## config.mk

```make
export PLATFORM = sky130hd
export DESIGN_NAME = mux2to1_32b_reg
export DESIGN_NICKNAME = d
export VERILOG_FILES = /design/src/rtl/mux2to1_32b_reg.sv
export SDC_FILE = /design/constraint.sdc
export NUM_CORES = 1
export LEC_CHECK = 0
export CELL_PAD_IN_SITES_DETAIL_PLACEMENT = 0
export CELL_PAD_IN_SITES_GLOBAL_PLACEMENT = 1
export CORE_MARGIN = 2
export CORE_UTILIZATION = 24
export CTS_BUF_LIST = sky130_fd_sc_hd__clkbuf_16
export DETAILED_ROUTE_END_ITERATION = 16
export PLACE_DENSITY_LB_ADDON = 0.08
export SYNTH_ARGS = -nofsm -noshare
export SYNTH_HDL_FRONTEND = slang
export SYNTH_SLANG_ARGS = --single-unit
```

## constraint.sdc

```tcl
create_clock -name clk -period 0.8 [get_ports clk]
set_input_delay 0.16 -clock clk [delete_from_list [all_inputs] [get_ports clk]]
set_output_delay 0.16 -clock clk [all_outputs]
set_load 0.005 [all_outputs]
```

## src/rtl/mux2to1_32b_reg.sv

```systemverilog
// WIDTH-bit 2:1 word selector. It is built from gate-level bit slices and
// also provides a registered copy of the selected word with a valid flag.
module mux2to1_32b_reg #(
  parameter int WIDTH = 32
) (
  input  logic             clk,
  input  logic             reset,
  input  logic [WIDTH-1:0] in1,
  input  logic [WIDTH-1:0] in2,
  input  logic             select,
  input  logic             en,
  output logic [WIDTH-1:0] out,
  output logic [WIDTH-1:0] out_q,
  output logic             out_valid
);

  // One inverter on select is shared by every slice.
  logic select_n;
  assign select_n = ~select;

  genvar i;
  generate
    for (i = 0; i < WIDTH; i++) begin : g_slice
      assign out[i] = (select_n & in1[i]) | (select & in2[i]);
    end
  endgenerate

  always_ff @(posedge clk or posedge reset) begin
    if (reset) begin
      out_q     <= '0;
      out_valid <= 1'b0;
    end else if (en) begin
      out_q     <= out;
      out_valid <= 1'b1;
    end
  end

endmodule

```

==> flow_metrics.tcl <==
set metrics [dict create \
    insertion_delay_ns 0.27 \
    grt_use_met1_pct 18.2 \
    rsz0062_at_grt "true" \
    drive_gt1_share_pct 66.7 \
    ios 133 \
    avgSynthCellArea_sq_um 17.5 \
    drt-pass1-iter-count 3 \
    crit_start "select" \
    violations "negative setup slack" \
    clock_path_buffers 2 \
    cts_tree "yes" \
    worstMarginPinSlew_ns 0.140 \
    grt_max_degree 17 \
    maxSlewHeadroom_pct 90.7 \
    cts.clk_slew.worst_paths_ns 0.06 \
    diodes 0 \
    final_cells 396 \
    fin_crit_ns 1.05 \
    row_count 32 \
    max_freq_mhz 948 \
    grtUsageMet2_pct 21.2 \
    drt-initial-drc-count 7 \
    skew_ns 0 \
    dp_slack_ns -0.666 \
    n_fill_cell 713 \
    numCtsBuffers 5 \
    gr-usage-met3_pct 4.56 \
    power_w 0.00586 \
    switching_power_w 0.00142 \
    yosys_register_bits 33 \
    yosys_warnings 0 \
    p_int_w 0.00444 \
    grt_overflow 0 \
    htreeDepth 2 \
    setup-violations-final 98 \
    busiest_layer "met2" \
    holdWs_ns 0.281 \
    synth_cells 107 \
    r2r_cells 2 \
    reg2reg_slack_ns -0.08 \
    post-route-util_pct 50.5 \
    antenna_found_initial 0 \
    grt_pass1_vias 1690 \
    finalCritPeriodShare_pct 132 \
    worstReg2RegStart "out_q[30]$_DFFE_PP0P_" \
    final_nets 361 \
    synth_cell_type_count 8 \
    grt_pass1_wl_um 8900 \
    area_growth_pct 106 \
    setup_ws_ns -0.255 \
    status "complete, but fails checks" \
    routabilityCongestion 0.617 \
    arrival_ns 0.89 \
    sw_frac_of_total_pct 24.2 \
    pwr-share-seq_pct 33.7 \
    combPwrFrac_pct 34.8 \
    cts-root-buf "clkbuf_16" \
    dieArea_sq_um 8530 \
    cts_sinks 33 \
    die_y_um 92.3 \
    drc_errors 0 \
    slew_violations 0 \
    antenna_left 0 \
    via_count 1599 \
    endpoint_kind "output pin" \
    worst_hold_path_type "in2async" \
    ys_seq_area_share_pct 44.1 \
    place_inst 371 \
    maxCapViolCount 0 \
    hold_viol_final 0 \
    via_per_inst 4.04 \
    die_w_um 92.3 \
    synth_area_sq_um 1870 \
    critPathKind "in2out" \
    start_util_pct 24.5 \
    track_usage_pct 13.7 \
    p_per_area_nw_per_um2 1520 \
    power_leakage_nw 2.02 \
    wl_um 5660 \
    power_frac_clock_pct 31.5 \
    cp-start-kind "input pin" \
    wl_per_cell_um 14.3 \
    synth_nets 175 \
    core_sq_um 7650 \
    path_max_fanout 7 \
    ir_worst_vdd_uv 722 \
    hpwlAfterDp_um 3800 \
    required_ns 0.64 \
    portBuffers 132 \
]
-- cell usage after synthesis, drive strengths merged --
master	n	area share (%)
buf	8	4.9
dfrtp	33	44
inv	1	0.20
mux2	64	51
or2	1	0.33
-- power groups by stage --
stage	registers [W]	clock network [W]	logic (W)
final	0.00197	0.00184	0.00204
after global routing	0.00200	0.00198	0.00218
after CTS	0.00197	0.00192	0.00200
after detailed placement	0.00200	0	0.00203
after global placement	0.00200	0	0.00203
after floorplan	0.00202	0	0.000724
-- layer usage --
metal	part of all wire (%)	wire (um)	up-vias
li1	-	-	758
met2	46	2580	75
met5	0	0	-
met3	8.2	466	8
met4	1.1	62	0
met1	45	2550	758
-- area by class of cell --
type / instances / area, sq um / area share (%)
repair buffers: 187 / 1790 / 46.3
multi-input cells: 65 / 970 / 25.1
flip-flops and latches: 33 / 826 / 21.4
well taps: 102 / 128 / 3.30
clock buffers: 5 / 125 / 3.24
clock inverters: 3 / 17.5 / 0.453
inverters: 1 / 7.51 / 0.194
-- what timing repair did --
item                                   4_1_cts  5_1_grt
gates resized for setup                    389        6
setup buffers                               10        7
endpoints found under the hold margin        0        0
hold buffers                                 0        0
gates cloned                                 4        0
setup endpoints to repair                   97       98
-- flip-flops by register name, summed over array words and instances (netlist names) --
name	flops
out_q	32
out_valid	1
-- through the flow --
stage / setup TNS [ns] / instance area, sq um
after floorplan: -11.33 / 1890
after global placement: -43.02 / 3580
after detailed placement: -43.10 / 3580
after CTS: -16.85 / 3790
after global routing: -18.58 / 3860
final: -16.46 / 3860
-- critical path, stage by stage --
cell and delay (ns):
buf_16 0.14, buf_12 0.15, mux2_4 0.32, buf_6 0.12
-- cell usage in the layout (no fill, tap or decap), drive strengths merged --
master / Yosys / layout
clkinvlp: 0 / 2
clkdlybuf4s50: 0 / 1
dfrtp: 33 / 33
clkbuf: 0 / 5
or2: 1 / 1
buf: 8 / 122
mux2: 64 / 64
dlygate4sd2: 0 / 64
clkinv: 0 / 2
-- path summary, 6_finish.rpt --
path / to
worst max register to register: out_q[30]$_DFFE_PP0P_
worst max-delay path: out[19]
max in group asynchronous: out_q[10]$_DFFE_PP0P_
worst min-delay path: out_q[3]$_DFFE_PP0P_
worst min register to register: out_q[27]$_DFFE_PP0P_
min in group clk: out_q[12]$_DFFE_PP0P_
-- logic make-up after synthesis --
family / Yosys count / share of synthesized area, %
AND/OR/NAND/NOR: 1 / 0.334
flip-flops: 33 / 44.1
multiplexers: 64 / 50.5
buffers and inverters: 9 / 5.08
Note: power is estimated with default switching activity, not from simulation.
